**src/rtl/qsys_conduit_to_avst_hw.sv**
```systemverilog
// Conduit-to-Avalon-ST bridge: strobed conduit words are queued in a small
// first-word-fall-through FIFO and presented as an Avalon-ST source with
// readyLatency 0. Words arriving while the FIFO is full (and nothing is
// leaving) are dropped and recorded in a sticky overflow flag.
module qsys_conduit_to_avst_hw #(
  parameter int WIDTH      = 1,
  parameter int DEPTH_LOG2 = 2
) (
  input  logic                  clock,
  input  logic                  reset,
  input  logic [WIDTH-1:0]      sigIn,
  input  logic                  sigInValid,
  input  logic                  clearOverflow,
  output logic [WIDTH-1:0]      stData,
  output logic                  stValid,
  input  logic                  stReady,
  output logic                  overflow,
  output logic [DEPTH_LOG2:0]   fillLevel
);

  localparam int DEPTH = 1 << DEPTH_LOG2;
  localparam int CW    = DEPTH_LOG2 + 1;

  logic [WIDTH-1:0]      r_mem [DEPTH];
  logic [DEPTH_LOG2-1:0] r_rd_ptr;
  logic [DEPTH_LOG2-1:0] r_wr_ptr;
  logic [CW-1:0]         r_count;
  logic                  r_overflow;

  logic w_empty;
  logic w_full;
  logic w_read;
  logic w_write;
  logic w_drop;

  // Handshake decode; all terms derive from registered state plus inputs,
  // so no input ever reaches stData/stValid combinationally.
  always_comb begin
    w_empty = (r_count == '0);
    w_full  = (r_count == CW'(DEPTH));
    w_read  = !w_empty && stReady;
    // A full FIFO still accepts a word when the head leaves in the same cycle.
    w_write = sigInValid && (!w_full || w_read);
    w_drop  = sigInValid && w_full && !w_read;
  end

  // Storage write; held off during reset so a reset-cycle transfer leaves no trace.
  always_ff @(posedge clock) begin
    if (reset && w_write) begin
      r_mem[r_wr_ptr] <= sigIn;
    end
  end

  // Pointer and occupancy bookkeeping; pointers wrap naturally at DEPTH.
  always_ff @(posedge clock) begin
    if (!reset) begin
      r_rd_ptr <= '0;
      r_wr_ptr <= '0;
      r_count  <= '0;
    end else begin
      if (w_write) r_wr_ptr <= r_wr_ptr + 1'b1;
      if (w_read)  r_rd_ptr <= r_rd_ptr + 1'b1;
      r_count <= r_count + CW'(w_write) - CW'(w_read);
    end
  end

  // Sticky overflow flag; a drop in the same cycle as a clear keeps it set.
  always_ff @(posedge clock) begin
    if (!reset) begin
      r_overflow <= 1'b0;
    end else if (w_drop) begin
      r_overflow <= 1'b1;
    end else if (clearOverflow) begin
      r_overflow <= 1'b0;
    end
  end

  // Output mapping; data is forced to zero while nothing is valid.
  always_comb begin
    stValid   = !w_empty;
    stData    = w_empty ? '0 : r_mem[r_rd_ptr];
    overflow  = r_overflow;
    fillLevel = r_count;
  end

endmodule

```
**config.mk**
```make
export PLATFORM = sky130hd
export DESIGN_NAME = qsys_conduit_to_avst_hw
export DESIGN_NICKNAME = d
export VERILOG_FILES = /design/src/rtl/qsys_conduit_to_avst_hw.sv
export SDC_FILE = /design/constraint.sdc
export NUM_CORES = 1
export LEC_CHECK = 0
export BUFFER_PORTS_ARGS = -buffer_cell sky130_fd_sc_hd__buf_2
export CAP_MARGIN = 20
export CORE_MARGIN = 2
export CORE_UTILIZATION = 45
export CTS_CLUSTER_DIAMETER = 200
export DETAILED_ROUTE_END_ITERATION = 8
export PLACE_DENSITY = 0.67
export SLEW_MARGIN = 0
export SYNTH_ARGS = -nofsm -noshare
export SYNTH_HDL_FRONTEND = slang
export SYNTH_SLANG_ARGS = --single-unit
```
**constraint.sdc**
```tcl
create_clock -name clock -period 2.25 [get_ports clock]
set_input_delay 0.1125 -clock clock [delete_from_list [all_inputs] [get_ports clock]]
set_output_delay 0.1125 -clock clock [all_outputs]
set_load 0.02 [all_outputs]
```
### Yosys cells after proc, flatten, opt, wreduce, memory -nomap -nowiden

Memory sizes are Yosys's and may differ from the RTL's. A register that Yosys moved wholly into a read port is not among the register bits.
Cells that the tools add are included.

* register bits: 8
* bits in latches: 0
* bits in writable memories: 4
* memory bits (read-only): 0
* bits of input ports: 6
* word-level logic and storage cells: 28
* memories kept: 1

* $add $sub $neg: 4
* $mul: 0
* div/mod/pow operators: 0
* magnitude comparators: 0
* equality and inequality tests: 1
* shift-type cells: 0
* multiplexer cells: 7
* bitwise gates (word level): 0
* reduce and logical (&&, ||, !) cells: 11

Memory list
* r_mem: words 4, bits a word 1, rd ports 1, clocked after memory_dff 1, write ports 1, line 24 `logic [WIDTH-1:0] r_mem [DEPTH];`

Operators with widths (number)
* logical AND 1 bit: 5
* 2-to-1 mux 1 bit: 5
* adder 2 x 1 -> 2 bit, second input constant: 2
* 2-to-1 mux 2 bit: 2
* adder 3 x 1 -> 3 bit: 1
* == test 3 bit, second input constant: 1
* zero test 1 bit: 3
* zero test 3 bit: 1
* subtractor 3 x 1 -> 3 bit: 1
* nonzero test 2 bit: 1
* logical OR 1 bit: 1

### Depth between registers and ports, before layout

Gate-level depths: netlist of the first run.

* depth after elaboration: 8
* depth in mapped cells: 10
* gate-level depth less buffers: 9

### Least setup slack after synthesis of the first run

OpenSTA, ideal clock, no wires.

* path type: reg2reg
* from: register r_count[1] (netlist: fillLevel[1])
* to: register r_count[2] (netlist: fillLevel[2])
* library setup time: 115 ps
* arrival: 1999 ps
* required time: 2135 ps
* setup slack: 136 ps
* cell stages (with the launch flop): 11
* path through: dfxtp_1 > nor4b_2 > nor2b_1 > buf_2 > a21o_1 > ha_1 > inv_1 > fa_1 > xnor2_1 > xnor2_1 > and2_1

* word-level cells in the longest chain between the ends: 7
* elaborated cells between the ends (all ways): 9
* classes of those cells: add/sub (2); eq/ne (1); reduce/logical (6)

Ends and longest elaborated chain
* start: declaration: line 27 `logic [CW-1:0] r_count;`
* start signal: assignment: line 63 `r_count <= r_count + CW'(w_write) - CW'(w_read);`
* zero test 3 bit: line 39 `w_empty = (r_count == '0);`
* zero test 1 bit: line 41 `w_read = !w_empty && stReady;`
* logical AND 1 bit: line 41
* logical OR 1 bit: line 43 `w_write = sigInValid && (!w_full || w_read);`
* logical AND 1 bit: line 43
* adder 3 x 1 -> 3 bit: line 63
* subtractor 3 x 1 -> 3 bit (*): line 63

Mark *: on every way between the ends. The rest lies on a longest branch, timed or not.
A chain may end at the register's enable or synchronous reset.

### Worst setup path in the final report of the first run

Ends and elaborated chain as after synthesis.

==> results.tsv, run 1 <==
stage	metric	value	unit
setup_path	path_cells	o31ai_2 -> nor2_1 -> a21o_1 -> ha_1 -> inv_1 -> fa_1 -> xnor2_1 -> xnor2_1 -> and2_1	
clock_tree	cts_resized	0	
setup_path	critPathMaxFanout	7	
floorplan	die-area	1794	um2
yosys	synth_cell_types	21	
min_path	worst_hold_path_type	in -> reg	
clock_tree	cts_buffers	3	
cells_and_area	final_area	760.7	um2
floorplan	die_w	42.35	um
yosys	yosysMostFrequentCell	dfxtp_1	
yosys	async_flop_share	0	%
setup_path	reg2reg_slack	220	ps
grt	grt_pass1_vias	437	
yosys	syn-cell-area	661.9	um2
grt	grt_pass1_wl	1883	um
cells_and_area	syn_to_final_growth	14.93	%
clock_tree	cts_root_buf	clkbuf_4	
yosys	synth_top_area_share	30.25	%
power	leakagePower	0.0003398	uW
yosys	synth_seq_cells	14	
grt	grt_usage	14.44	%
timing	period_needed	2033	ps
clock_tree	h-tree-depth	1	
timing	hold_viol	0	
setup_path	cp.required	2430	ps
flow_run	drv_cap	0	
yosys	synth-seq-area-share	48.39	%
clock_tree	cts_tree	built	
placed_design	gp_congestion	0.7831	
detailed_routing	route.detailed.drc	0	
cells_and_area	antennaDiodeCount	0	
grt	gr-total-overflow	0	
floorplan	rows	13	
detailed_routing	vias	418	
setup_path	cp-endpoint	fillLevel[2]	
setup_path	crit_path_start	fillLevel[1]	
power	power_density	1177	nW/um2
setup_path	r2r_start	fillLevel[1]	
yosys	ys_warn_count	0	
detailed_routing	wirelength	930	um
timing	slew_headroom	78.36	%
detailed_routing	firstDrtPassIters	4	
yosys	synth_top_area_cell	dfxtp_1	
timing	tightest_slew	322.7	ps
setup_path	cp-start-kind	flip-flop	
setup_path	r2r-end	fillLevel[2]	
placed_design	portBuffers	11	
grt	antenna_found_initial	0	
cells_and_area	fin_nets	84	
yosys	synth_nets	69	
clock_tree	cts.clk_slew.worst_paths	80	ps
detailed_routing	ant_nets	0	
setup_path	cpPeakStageDelay	510	ps
timing	rsz0062_at_grt	no	
floorplan	dieHeight	42.35	um
setup_path	slowest_stage	dfxtp_1	
setup_path	worst-setup-path-type	reg -> reg	
cells_and_area	postLayoutCoreUtil	57.04	%
clock_tree	postCtsHoldBufs	0	
yosys	synth-edff-count	4	
timing	drv_slew	0	
setup_path	cpMostUsedCell	xnor2_1	
clock_tree	insertion_delay	280	ps
setup_path	cp.arrival	2210	ps
placed_design	hpwl	683.9	um
yosys	synth_cells	57	
yosys	ys.flop_type	dfxtp_1	
floorplan	ios	12	
clock_tree	postCtsSetupRepairBufs	0	
clock_tree	clock_sinks	14	
setup_path	crit_path_end_kind	flip-flop	
detailed_routing	avgViaCountPerCell	4.860	
floorplan	coreArea	1334	um2
placed_design	dpl_cell_area	734.5	um2
timing	setup_violations	0	
power	irDropWorstVdd	0.0005745	V
detailed_routing	wl_per_cell	10.81	um
setup_path	rr_worst_depth	9	
cells_and_area	final_layout_size_suffix_gt1_share	25.35	%
timing	fmax	0.4920	GHz
floorplan	start_util	49.62	%
detailed_routing	drtIter0Drc	10	
yosys	synthTopCellsByCount	dfxtp_1, and2_1, ha_1	
outcome	status	finished, final reports clean	
timing	skew	2.323	ps
yosys	synth_area_leaders	dfxtp_1, edfxtp_1, ha_1	
timing	setup-tns-final	0	ps
yosys	avgSynthCellArea	11.61	um2
clock_tree	cts_buffer_depth	2	
timing	period_share	90.34	%
grt	grt_max_degree	16	
-- critical path, delay by kind of cell, from the launching register on --
kind | cells | cell delay [ps]
DFF | 1 | 510
adders and majority gates | 2 | 510
and+or+nand+nor | 2 | 340
xor gates and xnor gates | 2 | 280
AOI/OAI and AO/OA | 2 | 250
buffers and inverters | 1 | 40
-- power by group --
part | switching (uW) | internal [uW] | total [uW]
logic | 181 | 179 | 360
clock network | 78.9 | 68.8 | 148
registers | 68.3 | 319 | 388
total | 328 | 567 | 895
-- metrics by stage --
stage | cells | total power, uW | setup WS (ps) | hold WS [ps]
2_1_floorplan | 57 | 659.1 | 135.9 | 211.4
3_3_place_gp | 82 | 749.8 | 250.4 | 328.6
3_5_place_dp | 82 | 755.4 | 221.6 | 330.4
4_1_cts | 86 | 908.1 | 204.3 | 34.36
5_1_grt | 86 | 969.3 | 3.976 | 38.20
6_report | 86 | 895.2 | 217.3 | 42.97
-- cells in the final DEF (no fill, tap or decap) --
cell / count
buf_2: 11
dfxtp_1: 10
and2_1: 6
ha_1: 5
nor2b_1: 4
and3_1: 4
xnor2_1: 4
nand2_1: 4
edfxtp_1: 4
inv_1: 3
clkbuf_4: 3
mux2i_1: 2
o31ai_2: 1
nor2_1: 1
nor4b_2: 1
a21o_1: 1
or3_1: 1
mux4_2: 1
o311ai_1: 1
a21oi_1: 1
fa_1: 1
clkbuf_1: 1
buf_4: 1
-- routing by layer --
layer	track usage [%]	part of all wire, %	wire length [um]	vias up
li1	-	-	-	219
met1	17.39	49	452	184
met2	21.54	43	400	11
met3	5.172	5.1	47	4
met4	9.375	3.1	29	0
met5	0	0	0	-
-- cell families after synthesis --
family                     share of synthesized area, %
buffers and inverters                             3.023
AOI/OAI and AO/OA                                 5.104
xor gates and xnor gates                          5.292
muxes                                             6.427
adders and majority gates                         12.48
DFF                                               48.39
and+or+nand+nor                                   19.28
-- how the worst min path moves through the flow --
stage                      from        to  slack [ps]  depth (start not counted)
after floorplan           sigIn  r_mem[0]         210                          0
after global placement    sigIn  r_mem[0]         330                          1
after detailed placement  sigIn  r_mem[0]         330                          1
final                     sigIn  r_mem[2]          40                          1
after global routing      sigIn  r_mem[1]          40                          1
after CTS                 sigIn  r_mem[1]          30                          1
-- area by class of cell --
type / instances / area [um2]
fillers: 127 / 573.1
inverters: 3 / 11.26
repair buffers: 12 / 62.56
clock buffers: 4 / 26.28
flip-flops and latches: 14 / 320.3
well taps: 15 / 18.77
multi-input cells: 38 / 321.6
(Power assumes the default switching activity.)
==> run 2, diff against run 1 <==
--- a/config.mk
+++ b/config.mk
@@ -7,6 +7,7 @@
 export LEC_CHECK = 0
 export BUFFER_PORTS_ARGS = -buffer_cell sky130_fd_sc_hd__buf_2
 export CAP_MARGIN = 20
+export CORE_ASPECT_RATIO = 0.9
 export CORE_MARGIN = 2
 export CORE_UTILIZATION = 45
 export CTS_CLUSTER_DIAMETER = 200
==> results.tsv, run 2 (synthesis results as in run 1) <==
stage	metric	value	unit	change
cells_and_area	final_area	760.7	um2	unchanged
clock_tree	cts_buffers	3		unchanged
detailed_routing	drtIter0Drc	4		-6
clock_tree	postCtsSetupRepairBufs	0		unchanged
timing	setup_violations	0		unchanged
timing	skew	2.813	ps	+0.4899 ps
power	p_total	892.9	uW	-0.27%
power	p_seq_share	43.4	%	about the same
timing	rsz0062_at_grt	no		
clock_tree	cts_buffer_depth	2		unchanged
detailed_routing	route.detailed.drc	0		unchanged
detailed_routing	wirelength	965	um	+3.8%
min_path	worst_hold_path_type	in -> reg		
grt	antenna_found_initial	0		unchanged
clock_tree	clock_sinks	14		unchanged
power	p_sw	332.3	uW	+1.4%
detailed_routing	vias	431		+3.1%
setup_path	r2r-end	fillLevel[2]		
timing	setup-tns-final	0	ps	unchanged
timing	slew_headroom	78.48	%	+0.13 points
detailed_routing	firstDrtPassIters	2		-2
outcome	status	finished, final reports clean		
clock_tree	cts_tree	built		
power	irDropWorstVdd	0.0006434	V	+12%
setup_path	worst-setup-path-type	reg -> reg		
power	intPower	560.6	uW	-1.2%
flow_run	drv_cap	0		unchanged
detailed_routing	ant_nets	0		unchanged
grt	grt_pass1_wl	1511	um	-20%
power	comb_power_share	40.3	%	about the same
setup_path	cp.arrival	2210	ps	about the same
detailed_routing	avgViaCountPerCell	5.012		+3.1%
setup_path	reg2reg_slack	210	ps	about the same
timing	period_share	90.75	%	+0.41 points
timing	fmax	0.4897	GHz	-0.45%
cells_and_area	final_common_cell	buf_2		
clock_tree	insertion_delay	270	ps	about the same
grt	grt_pass1_vias	346		-21%
timing	setup_ws	208.0	ps	-9.247 ps
setup_path	crit_path_end_kind	flip-flop		
detailed_routing	wl_per_cell	11.22	um	+3.8%
clock_tree	h-tree-depth	1		unchanged
setup_path	slowest_stage	dfxtp_1		
setup_path	cp.required	2420	ps	about the same
clock_tree	cts_root_buf	clkbuf_4		
setup_path	cpPeakStageDelay	510	ps	about the same
min_path	hold_start	sigIn		
clock_tree	cts.clk_slew.worst_paths	90	ps	about the same
floorplan	coreArea	1415	um2	+6.1%
setup_path	cp-endpoint	fillLevel[2]		
placed_design	pre_cts_ws	208.6	ps	-12.98 ps
placed_design	hpwl	767.1	um	+12%
grt	gr-total-overflow	0		unchanged
floorplan	die_w	44.43	um	+4.9%
setup_path	crit_path_start	fillLevel[1]		
timing	tightest_slew	320.8	ps	-1.897 ps
power	power_density	1174	nW/um2	-0.27%
floorplan	die-area	1794	um2	about the same
cells_and_area	postLayoutCoreUtil	53.76	%	-3.3 points
floorplan	rows	13		unchanged
power	leakagePower	0.0003402	uW	+0.11%
floorplan	ios	12		unchanged
placed_design	portBuffers	11		unchanged
placed_design	gp_congestion	0.7357		-6.1%
cells_and_area	final_cell_mix	buf_2, dfxtp_1, and2_1		
placed_design	dpl_cell_area	734.5	um2	unchanged
grt	grt_usage	12.52	%	-1.9 points
timing	drv_slew	0		unchanged
timing	period_needed	2042	ps	+9.247 ps
setup_path	cp-start-kind	flip-flop		
cells_and_area	nFillCells	133		+4.7%
clock_tree	postCtsHoldBufs	0		unchanged
floorplan	dieHeight	40.39	um	-4.6%
cells_and_area	syn_to_final_growth	14.93	%	unchanged
power	p_sw_share	37.21	%	+0.60 points
cells_and_area	fin_nets	84		unchanged
clock_tree	cts_resized	0		unchanged
power	power_frac_clock	16.3	%	-0.2 points
setup_path	cpMostUsedCell	xnor2_1		
setup_path	r2r_start	fillLevel[1]		
cells_and_area	final_layout_size_suffix_gt1_share	25.35	%	unchanged
setup_path	path_cells	o31ai_2 -> nor2_1 -> a21o_1 -> ha_1 -> inv_1 -> fa_1 -> xnor2_1 -> xnor2_1 -> and2_1		
timing	hold_viol	0		unchanged
setup_path	critPathMaxFanout	7		unchanged
cells_and_area	antennaDiodeCount	0		unchanged
grt	grt_max_degree	16		unchanged
setup_path	rr_worst_depth	9		unchanged
floorplan	start_util	46.77	%	-2.9 points
run 2: metal layers:
metal,wire length (um),track usage [%]
met3,31,4.054
met2,467,19.12
met5,0,0
met4,0,4.545
met1,467,16.67
run 2: worst min path at each step:
stage	end	slack (ps)	cells after the start
2_1_floorplan	r_mem[0]	210	0
3_3_place_gp	r_mem[0]	330	1
3_5_place_dp	r_mem[0]	350	1
4_1_cts	r_mem[2]	70	1
5_1_grt	r_mem[0]	50	1
6_report	r_mem[2]	60	1
run 2: area by class of cell:
cell class / count / area [um2] / share of cell area [%]
Tap cell: 15 / 18.77 / 2.467
Inverter: 3 / 11.26 / 1.480
Clock inverter: 1 / 3.754 / 0.4934
Timing Repair Buffer: 12 / 62.56 / 8.224
Clock buffer: 3 / 22.52 / 2.961
Sequential cell: 14 / 320.3 / 42.11
Multi-Input combinational cell: 38 / 321.6 / 42.27
run 2: worst max-delay path, delay by kind of cell (launching register included):
| family | cells | cell delay, ps |
|---|---|---|
| xor+xnor | 2 | 280 |
| simple gates | 2 | 340 |
| buf+inv | 1 | 40 |
| fa+ha+maj | 2 | 500 |
| compound gates | 2 | 250 |
| flops | 1 | 510 |
run 2: power groups by stage:
stage / registers (uW) / clock network [uW] / logic (uW)
2_1_floorplan: 414 / 0 / 245
3_3_place_gp: 392 / 0 / 357
3_5_place_dp: 393 / 0 / 367
4_1_cts: 388 / 148 / 367
5_1_grt: 397 / 160 / 396
6_report: 387 / 146 / 360
run 2: through the flow:
step / instances / hold slack, ps
4_1_cts: 86 / 65.74
6_report: 86 / 62.99
2_1_floorplan: 57 / 211.4
3_3_place_gp: 82 / 334.3
5_1_grt: 86 / 54.67
3_5_place_dp: 82 / 349.2
